$ cat src/rtl/pipe_ctrl.sv
// pipe_ctrl - central stall/flush controller for the five-stage core.
//
// Produces the load enables (*_Wr) and synchronous clears (*_Flush) for the
// PC and the IF/ID, ID/EXE, EXE/MEM and MEM/WB pipeline registers. It
// resolves, highest priority first: MEM-stage exceptions (possibly held
// behind a D-cache miss), back-end stalls (D-cache / MDU), load-use
// hazards, branch redirects, branch-likely annulment and fetch stalls.
//
// Ports:
//   clk, rst               core clock, asynchronous active-high reset
//   ID_rs, ID_rt           source registers of the instruction in ID
//   ID_RegsReadSel         bit0: ID reads rs, bit1: ID reads rt
//   EXE_IsLoad, EXE_Dst    load flag and destination of the instruction in EXE
//   EXE_BranchTaken        branch/jump in EXE redirects the PC
//   EXE_BrchLikelyNT       branch-likely in EXE not taken, annul delay slot
//   MEM_ExcValid           exception or ERET commits in MEM
//   ICache_Busy, DCache_Busy, MDU_Busy   stall requests
//   PC_Wr .. WB_Wr         load enables (combinational)
//   ID_Flush .. WB_Flush   pipeline register clears (combinational)
//   Redirect_Valid         PC takes the exception vector this cycle
//   MDU_Flush              registered one-cycle MDU cancel after a flush
//   Stall_Cnt              saturating count of cycles with EXE_Wr low
module pipe_ctrl (
    input  logic        clk,
    input  logic        rst,
    input  logic [4:0]  ID_rs,
    input  logic [4:0]  ID_rt,
    input  logic [1:0]  ID_RegsReadSel,
    input  logic        EXE_IsLoad,
    input  logic [4:0]  EXE_Dst,
    input  logic        EXE_BranchTaken,
    input  logic        EXE_BrchLikelyNT,
    input  logic        MEM_ExcValid,
    input  logic        ICache_Busy,
    input  logic        DCache_Busy,
    input  logic        MDU_Busy,
    output logic        PC_Wr,
    output logic        ID_Wr,
    output logic        EXE_Wr,
    output logic        MEM_Wr,
    output logic        WB_Wr,
    output logic        ID_Flush,
    output logic        EXE_Flush,
    output logic        MEM_Flush,
    output logic        WB_Flush,
    output logic        Redirect_Valid,
    output logic        MDU_Flush,
    output logic [31:0] Stall_Cnt
);

    typedef enum logic [1:0] {
        ST_NORMAL   = 2'd0,
        ST_EXC_WAIT = 2'd1,
        ST_EXC_POST = 2'd2
    } state_t;

    state_t      state_r;
    state_t      state_nxt_s;
    logic        mdu_flush_r;
    logic [31:0] stall_cnt_r;

    logic        load_use_s;
    logic        exc_pend_s;
    logic        exc_flush_s;
    logic        pc_wr_s, id_wr_s, exe_wr_s, mem_wr_s, wb_wr_s;
    logic        id_flush_s, exe_flush_s, mem_flush_s, wb_flush_s;
    logic        redirect_s;

    // Load-use hazard: a load in EXE whose non-zero destination is read by ID.
    always_comb begin
        load_use_s = EXE_IsLoad && (EXE_Dst != 5'd0) &&
                     ((ID_RegsReadSel[0] && (ID_rs == EXE_Dst)) ||
                      (ID_RegsReadSel[1] && (ID_rt == EXE_Dst)));
    end

    // Priority resolution of all strobes and the next FSM state.
    always_comb begin
        pc_wr_s     = 1'b1;
        id_wr_s     = 1'b1;
        exe_wr_s    = 1'b1;
        mem_wr_s    = 1'b1;
        wb_wr_s     = 1'b1;
        id_flush_s  = 1'b0;
        exe_flush_s = 1'b0;
        mem_flush_s = 1'b0;
        wb_flush_s  = 1'b0;
        redirect_s  = 1'b0;
        exc_flush_s = 1'b0;
        state_nxt_s = ST_NORMAL;

        // EXC_WAIT keeps the exception pending regardless of MEM_ExcValid;
        // EXC_POST treats a fresh MEM_ExcValid exactly like NORMAL does.
        case (state_r)
            ST_EXC_WAIT: exc_pend_s = 1'b1;
            ST_NORMAL:   exc_pend_s = MEM_ExcValid;
            ST_EXC_POST: exc_pend_s = MEM_ExcValid;
            default:     exc_pend_s = MEM_ExcValid;
        endcase

        if (rst) begin
            // Everything frozen and quiet while reset is held.
            pc_wr_s     = 1'b0;
            id_wr_s     = 1'b0;
            exe_wr_s    = 1'b0;
            mem_wr_s    = 1'b0;
            wb_wr_s     = 1'b0;
            state_nxt_s = ST_NORMAL;
        end else if (exc_pend_s && !DCache_Busy) begin
            id_flush_s  = 1'b1;
            exe_flush_s = 1'b1;
            mem_flush_s = 1'b1;
            wb_flush_s  = 1'b1;
            redirect_s  = 1'b1;
            exc_flush_s = 1'b1;
            state_nxt_s = ST_EXC_POST;
        end else if (exc_pend_s) begin
            // Freeze the whole pipe until the outstanding D-miss returns.
            pc_wr_s     = 1'b0;
            id_wr_s     = 1'b0;
            exe_wr_s    = 1'b0;
            mem_wr_s    = 1'b0;
            wb_wr_s     = 1'b0;
            state_nxt_s = ST_EXC_WAIT;
        end else if (DCache_Busy || MDU_Busy) begin
            // Hold PC..MEM; WB still loads, but a bubble so nothing retires twice.
            pc_wr_s     = 1'b0;
            id_wr_s     = 1'b0;
            exe_wr_s    = 1'b0;
            mem_wr_s    = 1'b0;
            wb_flush_s  = 1'b1;
        end else if (load_use_s) begin
            pc_wr_s     = 1'b0;
            id_wr_s     = 1'b0;
            exe_flush_s = 1'b1;
        end else if (EXE_BranchTaken) begin
            // PC loads even on an I-miss: the fetch unit drops the stale miss.
            id_flush_s  = 1'b1;
        end else if (EXE_BrchLikelyNT) begin
            exe_flush_s = 1'b1;
        end else if (ICache_Busy) begin
            pc_wr_s     = 1'b0;
            id_flush_s  = 1'b1;
        end else begin
            redirect_s  = 1'b0;
        end
    end

    // FSM state, delayed MDU cancel and saturating stall counter.
    always_ff @(posedge clk or posedge rst) begin
        if (rst) begin
            state_r     <= ST_NORMAL;
            mdu_flush_r <= 1'b0;
            stall_cnt_r <= 32'd0;
        end else begin
            state_r     <= state_nxt_s;
            mdu_flush_r <= exc_flush_s;
            if (!exe_wr_s && (stall_cnt_r != 32'hFFFF_FFFF)) begin
                stall_cnt_r <= stall_cnt_r + 32'd1;
            end else begin
                stall_cnt_r <= stall_cnt_r;
            end
        end
    end

    assign PC_Wr          = pc_wr_s;
    assign ID_Wr          = id_wr_s;
    assign EXE_Wr         = exe_wr_s;
    assign MEM_Wr         = mem_wr_s;
    assign WB_Wr          = wb_wr_s;
    assign ID_Flush       = id_flush_s;
    assign EXE_Flush      = exe_flush_s;
    assign MEM_Flush      = mem_flush_s;
    assign WB_Flush       = wb_flush_s;
    assign Redirect_Valid = redirect_s;
    assign MDU_Flush      = mdu_flush_r;
    assign Stall_Cnt      = stall_cnt_r;

endmodule

$ cat config.mk
export PLATFORM = sky130hd
export DESIGN_NAME = pipe_ctrl
export DESIGN_NICKNAME = d
export VERILOG_FILES = /design/src/rtl/pipe_ctrl.sv
export SDC_FILE = /design/constraint.sdc
export NUM_CORES = 1
export LEC_CHECK = 0
export CAP_MARGIN = 20
export CORE_ASPECT_RATIO = 1.75
export CORE_MARGIN = 2
export CORE_UTILIZATION = 40
export CTS_CLUSTER_DIAMETER = 200
export DETAILED_ROUTE_END_ITERATION = 8
export PLACE_DENSITY = 0.78
export SYNTH_ARGS = -nofsm -noshare
export SYNTH_HDL_FRONTEND = slang
export SYNTH_SLANG_ARGS = --single-unit
$ cat constraint.sdc
create_clock -name clk -period 1.7 [get_ports clk]
set_input_delay 0.34 -clock clk [delete_from_list [all_inputs] [get_ports clk]]
set_output_delay 0.34 -clock clk [all_outputs]
set_load 0.005 [all_outputs]
======== Word-level counts from Yosys, hierarchy flattened ========
Index checks and enable logic that the tools add are counted.
W data, S select, Z words.
storage, ports and cells
  flip-flop bits (word level) ............. 35
  input bits .............................. 26
operators by class
  add/sub/neg operators ................... 1
  equal/unequal tests ..................... 4
  muxes and demuxes ....................... 45
  reduce and logical (&&, ||, !) cells .... 11
operator list
  kind                     count
  $mux W1                  43
  $add A32 B1 Y32 const B  1
  $ne A32 B32 Y1 const B   1
  $eq A5 B5 Y1             2
  $logic_and A1 B1 Y1      6
  $reduce_bool A5 Y1       1
  $mux W2                  2
  $eq A2 B1 Y1 const B     1
  $logic_not A1 Y1         2
  $logic_or A1 B1 Y1       2

======== Logic depth before layout (Yosys ltp) ========
Gate-level depths: netlist of the first run.
  depth in word-level cells ............... 9
  gate-level depth with buffers ........... 7
  mapped depth without buffers ............ 6

======== Worst setup path before layout of the first run ========
No wires, ideal clock.
  path kind ............................... register -> register
  from .................................... register stall_cnt_r[8], in the netlist Stall_Cnt[8]
  to ...................................... register stall_cnt_r[28], in the netlist Stall_Cnt[28]
  arrival ................................. 1.687 ns
  required time ........................... 1.575 ns
  path slack .............................. -0.112 ns
  cell stages (with the launch flop) ...... 6
  buffers on the path ..................... 0
  period minus slack after synthesis ...... 1.812 ns
  cell sequence ........................... dfrtp_1 > nand4_2 > nor4b_4 > and3_2 > nand3_1 > mux2_4
on the way
  word-level cells in the longest chain between the ends .. 2
  elaborated cells on any way between the ends .. 3
  classes of those cells .................. 1 x add/sub; 1 x eq/ne; 1 x reduce/logical
ends and longest elaborated chain
  element                                                                  line  source
  start, declared                                                          60    logic [31:0] stall_cnt_r;
  start signal, assigned                                                   158   stall_cnt_r <= stall_cnt_r + 32'd1;
  start signal, assigned                                                   160   stall_cnt_r <= stall_cnt_r;
  parallel branches: the longest is 2 deep, another holds $add A32 B1 Y32  n/a
Several ways; the timed one is not identified.
A chain may end at the register's enable or synchronous reset.

======== Worst setup path in the final report of the first run ========
  from .................................... input port ID_rs[2]
  to ...................................... output port EXE_Flush
on the way
  word-level cells in the longest chain between the ends .. 9
ends and longest elaborated chain
  element              line  source
  start, declared      26    input logic [4:0] ID_rs,
  $eq A5 B5 Y1         72    ((ID_RegsReadSel[0] && (ID_rs == EXE_Dst)) ||
  $logic_and A1 B1 Y1  72
  $logic_or A1 B1 Y1   72
  $logic_and A1 B1 Y1  71    load_use_s = EXE_IsLoad && (EXE_Dst != 5'd0) &&
  $mux W1              131   end else if (load_use_s) begin
  $mux W1              124   end else if (DCache_Busy || MDU_Busy) begin
  $mux W1              116   end else if (exc_pend_s) begin
  $mux W1              108   end else if (exc_pend_s && !DCache_Busy) begin
  $mux W1              100   if (rst) begin
  end, declared        43    output logic EXE_Flush,
No other way between the ends.

==> flow_summary.yaml, run 1 <==
cells_and_area:
  layout-drive-gt1-share_pct: 50.6
  fin_nets: 370
  n_fill_cell: 224
  area_delta_synth_final_pct: 101
  post-route-cell-area_mm2: 0.00377
  final_cells: 394
  antennaDiodeCount: 0
synthesis:
  netlist.top_cell.by_area: "dfrtp_1"
  synthDistinctLibCells: 40
  synth_common_cells: "dfrtp_1 (34), xor2_1 (21), nand3_1 (18), xnor2_1 (17), nor2_1 (15)"
  yosysWarnings: 0
  synth.area.top_cells: "dfrtp_1 (45%), xor2_1 (9.8%), xnor2_1 (7.9%), nand3_1 (4.8%), nand4_1 (3.0%)"
  synth-edff-count: 0
  async_reset_ff_share_pct: 100
  yosysMostFrequentCell: "dfrtp_1"
  yosysSeqAreaShare_pct: 45.3
  syn_inst: 187
  synth_fp_nets: 214
  synthFlopType: "dfrtp_1"
  syn_area_mm2: 0.00188
  ys_seq_elements: 34
  yosysTopAreaCellShare_pct: 45.3
  postSynthAreaPerCell_um2: 10.0
pwr:
  p_leak_nw: 1.75
  p_switching_w: 0.000834
  internal_power_w: 0.00184
  combPwrFrac_pct: 38.4
  swShare_pct: 31.3
  seq_power_share_pct: 39.3
  vdd_ir_drop_max_mv: 0.600
  p_total_w: 0.00267
  power.clock.fraction_pct: 22.4
  pwr_density_cell_mw_per_mm2: 707
grt:
  grt_usage_pct: 26.8
  grt_max_degree: 35
  grt_overflow_total: 0
  grt_pass1_vias: 2315
  grt_first_pass_wirelength_um: 10900
  antenna_found_initial: 0
routing:
  routed_wl_um: 8480
  drc_errors: 0
  ant_nets: 0
  vias: 2274
  post_drt_wl_per_cell_um: 21.5
  drtPass1Iterations: 4
  first_iter_violations: 100
  vias_per_cell: 5.77
worst_setup_path:
  path_class: "input port to output pin"
  slowest_stage: "clkdlybuf4s50_1"
  critPathRequiredTime_ns: 1.36
  cp.arrival_ns: 1.66
  cp-end-kind: "output pin"
  cp_cell_sequence: "clkdlybuf4s50_1 -> xnor2_1 -> nand3_1 -> a21oi_2 -> buf_4 -> o21a_1 -> buf_2"
  critPathMaxFanout: 3
  critPathMaxStageDelay_ns: 0.45
  critPathLaunchType: "input port"
status:
  failed_checks: "setup timing"
  status: "complete, but fails checks"
sta:
  layout_setup_ws_ns: -0.297
  setup_tns_ns: -5.00
  finalMaxSlewViolations: 0
  finalHoldViolCount: 0
  rsz0062_at_grt: "true"
  worst_slew_pin_slew_ns: 0.440
  finClkSkew_ns: 0.00905
  period_minus_slack_ns: 2.00
  max_slew_margin_pct: 70.7
  setup_viol: 38
  clock.fmax_mhz: 501
  period_share_pct: 117
die:
  fp.coreArea_mm2: 0.00458
  io_pins: 69
  start_util_pct: 41.0
  die_w_um: 55.8
  rows: 33
  die_y_um: 94.6
  die-area_mm2: 0.00528
place:
  io_buffers: 68
  place_inst: 364
  place.detailed.hpwl_um: 4350
  place_area_mm2: 0.00307
  gp_congestion: 0.808
clock_network:
  h-tree-depth: 2
  cts.clk_slew.worst_paths_ns: 0.07
  cts_tree: "built"
  cts-buffers-inserted: 5
  clk_latency_ns: 0.29
  cts_buffer_depth: 2
  cts_root_buffer: "clkbuf_8"
  hold_buffers: 0
  cts_sinks: 34
job:
  maxCapViolCount: 0
worst_hold_path:
  hp-class: "input port to async pin"
layout by cell type (no fill, tap or decap), types with 9 or more instances in the layout:
master           Yosys  routed
buf_4                2      58
clkdlybuf4s50_1      0      37
dfrtp_1             34      32
buf_6                0      30
xor2_1              21      19
xnor2_1             17      13
nand2_1             13      11
nand3_1             18      11
nand4_1              9       9
nor2_4               0       9
metrics by stage:
step / utilization [%] / worst slack [ns] / hold slack (ns)
after detailed placement: 67.0 / -1.11 / 0.545
after global routing: 82.4 / -0.355 / 0.569
final: 82.4 / -0.297 / 0.521
after global placement: 67.0 / -1.02 / 0.539
after floorplan: - / -0.102 / 0.481
after CTS: 75.8 / -0.282 / 0.495
worst paths after layout:
path | startpoint | depth (start not counted) | to | slack (ns)
min in group clk | Stall_Cnt[2] | 1 | Stall_Cnt[2] | 0.55
max | ID_rs[2] | 7 | EXE_Flush | -0.30
min reg2reg | Stall_Cnt[2] | 1 | Stall_Cnt[2] | 0.55
max in group asynchronous | rst | 4 | Stall_Cnt[3] | 0.84
min | rst | 4 | Stall_Cnt[4] | 0.52
max reg2reg | state_r[0] | 11 | Stall_Cnt[6] | -0.26
registers in the layout, summed over array words and instances, names as in the netlist:
| signal | count |
|---|---|
| Stall_Cnt | 32 |
| MDU_Flush | 1 |
| state_r | 1 |
logic make-up (layout without fill, tap and decap cells):
logic type | after synthesis | in the layout | share of synthesized area, %
DFF | 34 | 34 | 45.3
adders and majority gates | 1 | 1 | 0.667
buffers and inverters | 9 | 164 | 2.27
xor gates and xnor gates | 38 | 38 | 17.7
and+or+nand+nor | 85 | 85 | 25.9
AOI/OAI and AO/OA | 18 | 18 | 6.67
muxes | 2 | 2 | 1.40
critical path, delay by kind of cell:
| kind | cells | cell delay [ns] |
|---|---|---|
| and+or+nand+nor | 1 | 0.12 |
| buffers and inverters | 3 | 0.71 |
| xor gates and xnor gates | 1 | 0.22 |
| AOI/OAI and AO/OA | 2 | 0.26 |
layout make-up:
class | count | area [µm²] | share of cell area (%)
well taps | 52 | 65.1 | 1.72
flip-flops and latches | 34 | 853 | 22.6
inverters | 6 | 25.0 | 0.663
clock buffers | 6 | 82.6 | 2.19
multi-input cells | 144 | 1380 | 36.4
repair buffers | 152 | 1370 | 36.4
power by group through the flow:
stage / sequential, W / combinational [W] / clock (W)
floorplan: 0.00105 / 0.000226 / 0
finish: 0.00105 / 0.00102 / 0.000597
global route: 0.00106 / 0.00108 / 0.000624
CTS: 0.00100 / 0.000858 / 0.000599
detailed placement: 0.00101 / 0.000785 / 0
global placement: 0.00101 / 0.000767 / 0
metal layers:
metal / global-route usage [%] / share of wire, % / up-vias / routed length, µm
met2: 52.8 / 57 / 128 / 4830
met3: 4.38 / 5.1 / 45 / 432
met1: 25.2 / 31 / 1122 / 2660
met4: 15.9 / 6.6 / 0 / 561
li1: - / - / 979 / -
met5: 0 / 0 / - / 0
timing repair:
| item | in CTS | in global routing |
|---|---|---|
| resized for setup | 145 | 65 |
| buffers inserted | 11 | 13 |
| endpoints found under the setup margin | 38 | 43 |
| pin swaps | 37 | 36 |
| gates cloned | 1 | 1 |
Note: power is estimated with default switching activity, not from simulation.
==> run 2, diff against run 1 <==
Settings changed: CORE_MARGIN 2 to default.
==> run 2 against run 1 <==
Against the previous run:
- the flow still finishes with violations (setup timing)
- final cell count decreased by 2.8%
- power down 4.7%
- clock skew is 0.0016 ns lower
- combinational power is 7% lower
- first-iteration DRC count is 43% lower
- wire length decreased by 11%
- clock power fell by 2%
- die area is 5.6% lower
==> flow_summary.yaml, run 2 (same netlist as run 1, synthesis figures left out) <==
pwr:
  p_leak_nw: 1.67
  pwr_density_cell_mw_per_mm2: 693
  swShare_pct: 32.0
  p_total_w: 0.00254
  internal_power_w: 0.00173
  seq_power_share_pct: 39.4
  combPwrFrac_pct: 37.5
  vdd_ir_drop_max_mv: 0.665
  p_switching_w: 0.000814
  power.clock.fraction_pct: 23.1
grt:
  antenna_found_initial: 0
  grt_pass1_vias: 2234
  grt_first_pass_wirelength_um: 10200
  grt_usage_pct: 28.8
  grt_overflow_total: 0
  grt_max_degree: 35
routing:
  first_iter_violations: 57
  vias: 2170
  vias_per_cell: 5.67
  routed_wl_um: 7550
  drc_errors: 0
  drtPass1Iterations: 4
  post_drt_wl_per_cell_um: 19.7
  ant_nets: 0
worst_setup_path:
  regToRegSetupSlack_ns: -0.23
  timing.rr.start: "state_r[0]"
  cp.arrival_ns: 1.64
  critPathRequiredTime_ns: 1.36
  cp-end-kind: "output pin"
  r2r-end: "Stall_Cnt[31]"
  r2r_cells: 8
  crit_end: "EXE_Flush"
  critPathMaxFanout: 2
  critPathLaunch: "ID_rt[0]"
  path_class: "input port to output pin"
  critPathLaunchType: "input port"
sta:
  finClkSkew_ns: 0.00745
  period_share_pct: 116
  finalMaxSlewViolations: 0
  worst_slew_pin_slew_ns: 0.445
  setup_viol: 40
  period_minus_slack_ns: 1.98
  layout_setup_ws_ns: -0.280
  max_slew_margin_pct: 70.3
  rsz0062_at_grt: "true"
  whs_ns: 0.463
  finalHoldViolCount: 0
  clock.fmax_mhz: 505
place:
  place_ws_ns: -1.07
  place_area_mm2: 0.00304
  place.detailed.hpwl_um: 4250
  io_buffers: 68
  gp_congestion: 0.777
cells_and_area:
  ff_latch_area_um2: 851
  multi_input_area_mm2: 0.00137
  layout_common_cells: "buf_4 (50), clkdlybuf4s50_1 (37), dfrtp_1 (34)"
  n_fill_cell: 228
  final_common_cell: "buf_4"
  fin_util_pct: 82.6
  layout-drive-gt1-share_pct: 47.9
  area_delta_synth_final_pct: 95.5
  largest_reg_flops: 32
  fin_nets: 359
  antennaDiodeCount: 0
  post-route-cell-area_mm2: 0.00367
die:
  io_pins: 69
  start_util_pct: 42.2
  die-area_mm2: 0.00498
  rows: 32
  die_y_um: 92.6
  die_w_um: 53.8
  fp.coreArea_mm2: 0.00444
clock_network:
  cts.clk_slew.worst_paths_ns: 0.07
  cts-buffers-inserted: 5
  cts_sinks: 34
  h-tree-depth: 2
  clk_latency_ns: 0.30
  cts_tree: "built"
  cts_root_buffer: "clkbuf_8"
  cts_buffer_depth: 2
worst_hold_path:
  hp-class: "input port to async pin"
status:
  status: "complete, but fails checks"
  failed_checks: "setup timing"
job:
  maxCapViolCount: 0
-- run 2: worst max-delay path, stage by stage --
cell and delay (ns):
buf_2 0.11, xor2_1 0.16, nor4_1 0.32, nand3_1 0.16
a21oi_2 0.21, buf_4 0.14, o21a_1 0.09, buf_2 0.10
-- run 2: worst min-delay path by stage --
stage / start / endpoint
after floorplan: Stall_Cnt[18] / Stall_Cnt[18]
after global placement: Stall_Cnt[27] / Stall_Cnt[27]
after detailed placement: Stall_Cnt[27] / Stall_Cnt[27]
after CTS: rst / Stall_Cnt[31]
after global routing: rst / Stall_Cnt[7]
final: rst / state_r[0]
-- run 2: repair_timing --
action	CTS	global route
hold buffers	0	0
hold endpoints to repair	0	0
gates cloned	0	1
setup buffers	8	10
pin swaps	28	37
resized for setup	145	54
endpoints found under the setup margin	34	41
-- run 2: final cells by class --
type	count	share of cell area [%]
repair buffers	141	34.9
clock buffers	7	2.08
inverters	6	0.682
well taps	51	1.74
flip-flops and latches	34	23.2
multi-input cells	144	37.4
-- run 2: layer usage --
layer  wire length [µm]  up-vias  part of all wire (%)  GRT usage [%]
met4                418        0                   5.5           14.0
li1                   -      959                     -              -
met5                  0        -                     0              0
met2               4350      107                    58           56.0
met1               2450     1071                    32           25.5
met3                331       33                   4.4           5.09
-- run 2: per-stage QoR --
step | setup TNS (ns) | instances
2_1_floorplan | -0.226 | 187
3_3_place_gp | -18.34 | 359
3_5_place_dp | -19.09 | 359
4_1_cts | -2.51 | 374
5_1_grt | -6.82 | 383
6_report | -4.05 | 383
-- run 2: power groups by stage --
stage	Sequential, W	Clock (W)	Combinational (W)
after detailed placement	0.00100	0	0.000794
after CTS	0.000987	0.000581	0.000857
after global placement	0.000998	0	0.000776
after global routing	0.00101	0.000622	0.00101
after floorplan	0.00105	0	0.000226
final	0.00100	0.000587	0.000953
